$ cat src/rtl/div_pkg.sv
// div_pkg: shared widths, request/response structs and dispatch state for the divider front-end
package div_pkg;
  localparam int DIV_W = 32;
  localparam int DIV_TAG_W = 4;
  typedef struct packed {
    logic sgn;
    logic [DIV_W-1:0] num;
    logic [DIV_W-1:0] den;
    logic [DIV_TAG_W-1:0] tag;
  } div_req_t;
  typedef struct packed {
    logic [DIV_TAG_W-1:0] tag;
    logic [DIV_W-1:0] quotient;
    logic [3:0] flags;
    logic err;
    logic timeout;
  } div_rsp_t;
  typedef enum logic {IDLE, WAIT} div_disp_state_e;
endpackage

$ cat src/rtl/div_dispatch_if.sv
// div_dispatch_if: request port, divider issue/result port and response port of div_dispatch (slave = dispatcher side)
interface div_dispatch_if #(parameter int TAG_W = 4);
  import div_pkg::*;
  logic i_req_valid, o_req_ready, i_req_signed;
  logic [DIV_W-1:0] i_req_num, i_req_den;
  logic [TAG_W-1:0] i_req_tag;
  logic o_div_wr, o_div_signed;
  logic [DIV_W-1:0] o_div_num, o_div_den;
  logic i_div_busy, i_div_valid, i_div_err;
  logic [DIV_W-1:0] i_div_quotient;
  logic [3:0] i_div_flags;
  logic o_rsp_valid, i_rsp_ready;
  logic [TAG_W-1:0] o_rsp_tag;
  logic [DIV_W-1:0] o_rsp_quotient;
  logic [3:0] o_rsp_flags;
  logic o_rsp_err, o_rsp_timeout, o_idle;
  modport slave (
    input i_req_valid, i_req_signed, i_req_num, i_req_den, i_req_tag,
    input i_div_busy, i_div_valid, i_div_err, i_div_quotient, i_div_flags, i_rsp_ready,
    output o_req_ready, o_div_wr, o_div_signed, o_div_num, o_div_den,
    output o_rsp_valid, o_rsp_tag, o_rsp_quotient, o_rsp_flags, o_rsp_err, o_rsp_timeout, o_idle
  );
  modport master (
    output i_req_valid, i_req_signed, i_req_num, i_req_den, i_req_tag,
    output i_div_busy, i_div_valid, i_div_err, i_div_quotient, i_div_flags, i_rsp_ready,
    input o_req_ready, o_div_wr, o_div_signed, o_div_num, o_div_den,
    input o_rsp_valid, o_rsp_tag, o_rsp_quotient, o_rsp_flags, o_rsp_err, o_rsp_timeout, o_idle
  );
endinterface

$ cat src/rtl/div_req_fifo.sv
// div_req_fifo: power-of-2 request FIFO (push/pop/din in, dout head, full/empty out), async active-low reset
module div_req_fifo import div_pkg::*; #(
  parameter int DEPTH = 4
) (
  input  logic     clk,
  input  logic     rst_n,
  input  logic     push,
  input  logic     pop,
  input  div_req_t din,
  output div_req_t dout,
  output logic     full,
  output logic     empty
);
  localparam int AW = $clog2(DEPTH);
  localparam int CW = AW + 1;
  div_req_t mem [DEPTH];
  logic [AW-1:0] wr_ptr, rd_ptr;
  logic [CW-1:0] count;
  assign full = count == CW'(DEPTH);
  assign empty = count == '0;
  assign dout = mem[rd_ptr];
  always_ff @(posedge clk)
    if (push) mem[wr_ptr] <= din;
  always_ff @(posedge clk or negedge rst_n)
    if (!rst_n) begin
      wr_ptr <= '0;
      rd_ptr <= '0;
      count <= '0;
    end else begin
      wr_ptr <= wr_ptr + AW'(push);
      rd_ptr <= rd_ptr + AW'(pop);
      count <= count + CW'(push) - CW'(pop);
    end
endmodule

$ cat src/rtl/div_dispatch.sv
// div_dispatch: queues tagged divide requests (io.i_req_*), issues one at a time to the divider (io.o_div_*), returns tagged results or watchdog errors (io.o_rsp_*)
module div_dispatch import div_pkg::*; #(
  parameter int DEPTH = 4,
  parameter int TAG_W = DIV_TAG_W,
  parameter int TIMEOUT = 64
) (
  input logic          i_clk,
  input logic          i_reset_n,
  div_dispatch_if.slave io
);
  localparam int WW = $clog2(TIMEOUT);
  div_disp_state_e state, state_nx;
  div_req_t req_in, head, cur;
  div_rsp_t rsp;
  logic full, empty, issue, done, expire, rsp_valid, div_wr;
  logic [WW-1:0] wd;
  assign req_in = '{sgn: io.i_req_signed, num: io.i_req_num, den: io.i_req_den, tag: DIV_TAG_W'(io.i_req_tag)};
  div_req_fifo #(.DEPTH(DEPTH)) u_fifo (
    .clk(i_clk), .rst_n(i_reset_n), .push(io.i_req_valid & !full), .pop(issue),
    .din(req_in), .dout(head), .full(full), .empty(empty)
  );
  always_comb begin
    issue = state == IDLE && !empty && !io.i_div_busy && (!rsp_valid || io.i_rsp_ready);
    done = state == WAIT && !div_wr && io.i_div_valid;
    expire = state == WAIT && !div_wr && !io.i_div_valid && wd == WW'(TIMEOUT - 1);
    state_nx = issue ? WAIT : (done || expire) ? IDLE : state;
  end
  always_ff @(posedge i_clk or negedge i_reset_n)
    if (!i_reset_n) state <= IDLE;
    else state <= state_nx;
  always_ff @(posedge i_clk or negedge i_reset_n)
    if (!i_reset_n) begin
      div_wr <= 1'b0;
      cur <= '0;
      wd <= '0;
      rsp <= '0;
      rsp_valid <= 1'b0;
    end else begin
      div_wr <= issue;
      if (issue) cur <= head;
      wd <= issue ? '0 : state == WAIT ? wd + WW'(1) : wd;
      if (done) rsp <= '{cur.tag, io.i_div_quotient, io.i_div_flags, io.i_div_err, 1'b0};
      else if (expire) rsp <= '{cur.tag, '0, 4'h0, 1'b1, 1'b1};
      rsp_valid <= done || expire || (rsp_valid && !io.i_rsp_ready);
    end
  assign io.o_req_ready = !full;
  assign io.o_div_wr = div_wr;
  assign io.o_div_signed = cur.sgn;
  assign io.o_div_num = cur.num;
  assign io.o_div_den = cur.den;
  assign io.o_rsp_valid = rsp_valid;
  assign io.o_rsp_tag = TAG_W'(rsp.tag);
  assign io.o_rsp_quotient = rsp.quotient;
  assign io.o_rsp_flags = rsp.flags;
  assign io.o_rsp_err = rsp.err;
  assign io.o_rsp_timeout = rsp.timeout;
  assign io.o_idle = empty && state == IDLE && !rsp_valid;
endmodule

$ cat src/flat_wrapper.sv
// flat-port wrapper written by rule: the top's interface ports become plain ports
module div_dispatch_flat import div_pkg::*;
#(
  parameter int DEPTH = 4,
  parameter int TAG_W = DIV_TAG_W,
  parameter int TIMEOUT = 64
)
  (i_clk, i_reset_n, io_i_req_valid, io_i_req_signed, io_i_req_num, io_i_req_den, io_i_req_tag, io_i_div_busy, io_i_div_valid, io_i_div_err, io_i_div_quotient, io_i_div_flags, io_i_rsp_ready, io_o_req_ready, io_o_div_wr, io_o_div_signed, io_o_div_num, io_o_div_den, io_o_rsp_valid, io_o_rsp_tag, io_o_rsp_quotient, io_o_rsp_flags, io_o_rsp_err, io_o_rsp_timeout, io_o_idle);
  div_dispatch_if #(.TAG_W(TAG_W)) io_i ();
  input logic i_clk;
  input logic i_reset_n;
  input wire logic [$bits(io_i.i_req_valid)-1:0] io_i_req_valid;
  input wire logic [$bits(io_i.i_req_signed)-1:0] io_i_req_signed;
  input wire logic [$bits(io_i.i_req_num)-1:0] io_i_req_num;
  input wire logic [$bits(io_i.i_req_den)-1:0] io_i_req_den;
  input wire logic [$bits(io_i.i_req_tag)-1:0] io_i_req_tag;
  input wire logic [$bits(io_i.i_div_busy)-1:0] io_i_div_busy;
  input wire logic [$bits(io_i.i_div_valid)-1:0] io_i_div_valid;
  input wire logic [$bits(io_i.i_div_err)-1:0] io_i_div_err;
  input wire logic [$bits(io_i.i_div_quotient)-1:0] io_i_div_quotient;
  input wire logic [$bits(io_i.i_div_flags)-1:0] io_i_div_flags;
  input wire logic [$bits(io_i.i_rsp_ready)-1:0] io_i_rsp_ready;
  output wire logic [$bits(io_i.o_req_ready)-1:0] io_o_req_ready;
  output wire logic [$bits(io_i.o_div_wr)-1:0] io_o_div_wr;
  output wire logic [$bits(io_i.o_div_signed)-1:0] io_o_div_signed;
  output wire logic [$bits(io_i.o_div_num)-1:0] io_o_div_num;
  output wire logic [$bits(io_i.o_div_den)-1:0] io_o_div_den;
  output wire logic [$bits(io_i.o_rsp_valid)-1:0] io_o_rsp_valid;
  output wire logic [$bits(io_i.o_rsp_tag)-1:0] io_o_rsp_tag;
  output wire logic [$bits(io_i.o_rsp_quotient)-1:0] io_o_rsp_quotient;
  output wire logic [$bits(io_i.o_rsp_flags)-1:0] io_o_rsp_flags;
  output wire logic [$bits(io_i.o_rsp_err)-1:0] io_o_rsp_err;
  output wire logic [$bits(io_i.o_rsp_timeout)-1:0] io_o_rsp_timeout;
  output wire logic [$bits(io_i.o_idle)-1:0] io_o_idle;
  assign io_i.i_req_valid = io_i_req_valid;
  assign io_i.i_req_signed = io_i_req_signed;
  assign io_i.i_req_num = io_i_req_num;
  assign io_i.i_req_den = io_i_req_den;
  assign io_i.i_req_tag = io_i_req_tag;
  assign io_i.i_div_busy = io_i_div_busy;
  assign io_i.i_div_valid = io_i_div_valid;
  assign io_i.i_div_err = io_i_div_err;
  assign io_i.i_div_quotient = io_i_div_quotient;
  assign io_i.i_div_flags = io_i_div_flags;
  assign io_i.i_rsp_ready = io_i_rsp_ready;
  assign io_o_req_ready = io_i.o_req_ready;
  assign io_o_div_wr = io_i.o_div_wr;
  assign io_o_div_signed = io_i.o_div_signed;
  assign io_o_div_num = io_i.o_div_num;
  assign io_o_div_den = io_i.o_div_den;
  assign io_o_rsp_valid = io_i.o_rsp_valid;
  assign io_o_rsp_tag = io_i.o_rsp_tag;
  assign io_o_rsp_quotient = io_i.o_rsp_quotient;
  assign io_o_rsp_flags = io_i.o_rsp_flags;
  assign io_o_rsp_err = io_i.o_rsp_err;
  assign io_o_rsp_timeout = io_i.o_rsp_timeout;
  assign io_o_idle = io_i.o_idle;
  div_dispatch #(.DEPTH(DEPTH), .TAG_W(TAG_W), .TIMEOUT(TIMEOUT)) u_core (.i_clk(i_clk), .i_reset_n(i_reset_n), .io(io_i));
endmodule
$ cat config.mk
export PLATFORM = sky130hd
export DESIGN_NAME = div_dispatch_flat
export DESIGN_NICKNAME = d
export VERILOG_FILES = /design/src/rtl/div_pkg.sv /design/src/rtl/div_dispatch_if.sv /design/src/rtl/div_req_fifo.sv /design/src/rtl/div_dispatch.sv /design/src/flat_wrapper.sv
export SDC_FILE = /design/constraint.sdc
export NUM_CORES = 1
export LEC_CHECK = 0
export BUFFER_PORTS_ARGS = -buffer_cell sky130_fd_sc_hd__buf_2
export CORE_UTILIZATION = 34
export DETAILED_ROUTE_END_ITERATION = 8
export GPL_TIMING_DRIVEN = 0
export PLACE_DENSITY = 0.61
export SLEW_MARGIN = 20
export SYNTH_ARGS = -nofsm -noshare
export SYNTH_HDL_FRONTEND = slang
export SYNTH_HIERARCHICAL = 1
export SYNTH_SLANG_ARGS = --single-unit
$ cat constraint.sdc
create_clock -name i_clk -period 8.9 [get_ports i_clk]
set_input_delay 1.78 -clock i_clk [delete_from_list [all_inputs] [get_ports i_clk]]
set_output_delay 1.78 -clock i_clk [all_outputs]
set_load 0.005 [all_outputs]
==> metrics.md <==
| Metric | Value |
|---|---|
| Number of global-route vias before repair | 8478 |
| Top cells by area, synth | edfxtp_1, dfrtp_1, mux4_2, mux2_1, buf_4 |
| Post-synthesis sequential area ratio | 74.13% |
| IR drop worst, VDD | 214.3 uV |
| Slew at the pin closest to its max-slew limit | 0.7165 ns |
| Final wirelength | 31400 um |
| Total number of vias | 7903 |
| Synthesized flop and latch total | 403 |
| # IOs | 223 |
| Count of cell types in the netlist | 37 |
| Most frequent cells in the layout | edfxtp_1, buf_2, dfrtp_1 |
| Drt first pass iters | 4 |
| Worst slack, placed | 4.768 ns |
| Wl on met1 | 13410 um |
| CTS Hold Bufs | 0 |
| Post-CTS Setup Inserts | 0 |
| DIE AREA | 0.04635 sq mm |
| Die height | 215.3 um |
| Routed wl met3 | 2047 um |
| Total CTS buffers | 44 |
| Post-synth top area share | 53.58% |
| CP Capture Type | output port |
| Startpoint types | flip-flop |
| Commonest non-fill, non-tap cell in the layout | edfxtp_1 |
| RSZ-0062 raised after global routing | false |
| Wire per inst | 18.30 um |
| CORE AREA | 0.04451 sq mm |
| Final hold vios | 0 |
| Max FO, Critical Path | 4 |
| Cell area after synthesis | 0.01547 sq mm |
| Syn Inst Count | 805 |
| CTS tree | done |
| Synth warn | 6 |
| Crit-path max cell delay | 0.49 ns |
| Num rows | 77 |
| Cell Chain, Critical Path | nor3_1, nor3b_1, buf_2 |
| Clock Path Buffers | 3 |
| Area Overhead vs Synth | 23.14% |
| Worst setup margin | 5.255 ns |
| Total track usage | 13.89% |
| DR DRC count | 0 |
| PwrDens | 342.4 mW/mm^2 |
| Yosys top cell by area | edfxtp_1 |
| Nets | 1207 |
| Worst min path class | reg -> reg |
| Grt ovf | 0 |
| Later-pin clock latency in the skew report | 0.57 ns |
| Ratio of cells with drive above 1 in the final layout | 43.95% |
| Static leakage | 7.368 nW |
| # diodes | 0 |
| Arr. time, crit path | 1.87 ns |
| Peak Freq | 0.2743 GHz |
| H-tree Lvls | 2 |
| Port-buffer cells | 222 |
| Post-Syn Nets | 923 |
| Fin cells | 1716 |
| Clk sinks | 403 |
| First-pass GRT wire length | 48760 um |
| Starting density of the core | 34.75% |
| Die X | 215.3 um |
| Mean Syn Cell Area | 19.21 sq um |
| Final worst path period share | 40.96% |
| Clock-pin slew on the worst setup and hold paths | 0.06 ns |
| Clock root cell | clkbuf_16 |
| Initial DRC Count | 536 |
| GP Congestion | 0.8546 |
| Worst slew margin | 52.24% |
| Metal2 WL | 15150 um |
| Critical path's slowest cell | nor3_1 |
| Final Skew | 0.01923 ns |
| Placed Cells | 1635 |
| Largest net degree at the start of global routing | 79 |
| Vias per cell | 4.605 |
| Antenna violations before repair | 5 |
| Highest Signal Layer | met5 |
| Maximum capacitance violations | 0 |
| # resized after CTS | 0 |
| HPWL Detailed | 20330 um |
| CP required | 7.12 ns |
| Post-DRT Antenna Nets | 0 |
| Critical path class | reg -> out |
| Pins Over Slew Limit | 0 |
| Status | finished clean |
| Period minus WS final | 3.645 ns |
| Final setup fails | 0 |
## critical path, delay by kind of cell (launching register included)
kind,cells,cell delay (ns)
buffers and inverters,1,0.15
flip-flops,1,0.42
AND/OR/NAND/NOR,2,0.73
## Yosys cell counts (all sizes together)
library cell / n
ha: 5
mux4: 69
nand4: 2
and3b: 3
o21a: 1
nand3b: 1
and2b: 1
o31a: 1
xnor3: 1
mux2: 74
xor2: 5
nand2: 75
nor3b: 3
fa: 1
and3: 1
o22a: 1
a22o: 1
nor2: 4
clkbuf: 9
inv: 6
o31ai: 1
or3: 1
dfrtp: 127
nand2b: 1
nor3: 2
or2: 1
nor4: 1
a21oi: 1
edfxtp: 276
buf: 92
nor2b: 1
o21ai: 37
## sequential cells by signal, summed over array words and instances (netlist names)
| name | flops |
|---|---|
| u_core/io.o_div_den | 32 |
| u_core/state | 1 |
| u_core/u_fifo/rd_ptr | 2 |
| u_core/u_fifo/wr_ptr | 2 |
| u_core/io.o_rsp_timeout | 1 |
| u_core/u_fifo/mem | 276 |
| u_core/io.o_div_wr | 1 |
| u_core/u_fifo/count | 3 |
| u_core/io.o_rsp_err | 1 |
| u_core/io.o_div_num | 32 |
| u_core/wd | 6 |
| u_core/io.o_rsp_tag | 4 |
| u_core/io.o_div_signed | 1 |
| u_core/cur | 4 |
| u_core/io.o_rsp_flags | 4 |
| u_core/io.o_rsp_quotient | 32 |
| u_core/io.o_rsp_valid | 1 |
## kinds of logic after synthesis
family	count (synthesis)	synth area share (%)
flip-flops	403	74.13
multiplexers	143	15.43
buffers and inverters	107	4.975
AND/OR/NAND/NOR	97	2.912
AO/OA/AOI/OAI	43	1.586
XOR/XNOR	6	0.4287
adder cells (fa/ha/maj)	6	0.5339
## per-layer routing
layer  up-vias  track usage [%]
li1       3578                -
met1      4023            17.33
met2       232            23.17
met3        60            3.652
met4        10            5.130
met5         -                0
## cell type report
cell class,instances,area [sq um]
Buffer,101,747.0
Inverter,6,22.52
Timing Repair Buffer,238,1354
Tap cell,592,740.7
Multi-Input combinational cell,295,3249
Clock inverter,27,287.8
Sequential cell,403,11470
Fill cell,3987,25460
Clock buffer,54,1179
## report_power, final
part | internal [mW] | switching (mW)
sequential | 2.58 | 0.195
combinational | 1.04 | 0.884
clock | 1.09 | 0.737
## path summary, 6_finish.rpt
| check | start | end | slack (ns) | cells after the start |
|---|---|---|---|---|
| min in group asynchronous | i_reset_n | u_core/io.o_div_num[23]$_DFFE_PN0P_ | 1.15 | 1 |
| max | u_core/u_fifo/count[1]$_DFF_PN0_ | io_o_idle | 5.25 | 3 |
| max in group asynchronous | i_reset_n | u_core/io.o_div_den[6]$_DFFE_PN0P_ | 6.97 | 2 |
| max reg2reg | u_core/u_fifo/count[1]$_DFF_PN0_ | u_core/u_fifo/count[2]$_DFF_PN0_ | 6.09 | 9 |
| min | u_core/io.o_div_den[9]$_DFFE_PN0P_ | u_core/io.o_div_den[9]$_DFFE_PN0P_ | 0.48 | 1 |
| min reg2reg | u_core/io.o_div_den[9]$_DFFE_PN0P_ | u_core/io.o_div_den[9]$_DFFE_PN0P_ | 0.48 | 1 |
## through the flow
stage                     hold WS (ns)  utilization (%)  setup TNS [ns]  power (mW)  cell area [sq um]
after floorplan                 0.4594                -               0       4.054              15470
after global placement          0.4689            38.91         -282.19       4.742              17320
after global routing            0.4936            42.79               0       6.897              19050
after CTS                       0.4889            42.79               0       6.661              19050
after detailed placement        0.4760            39.50               0       4.799              17580
final                           0.4849            42.79               0       6.522              19050
(Power assumes the default switching activity.)
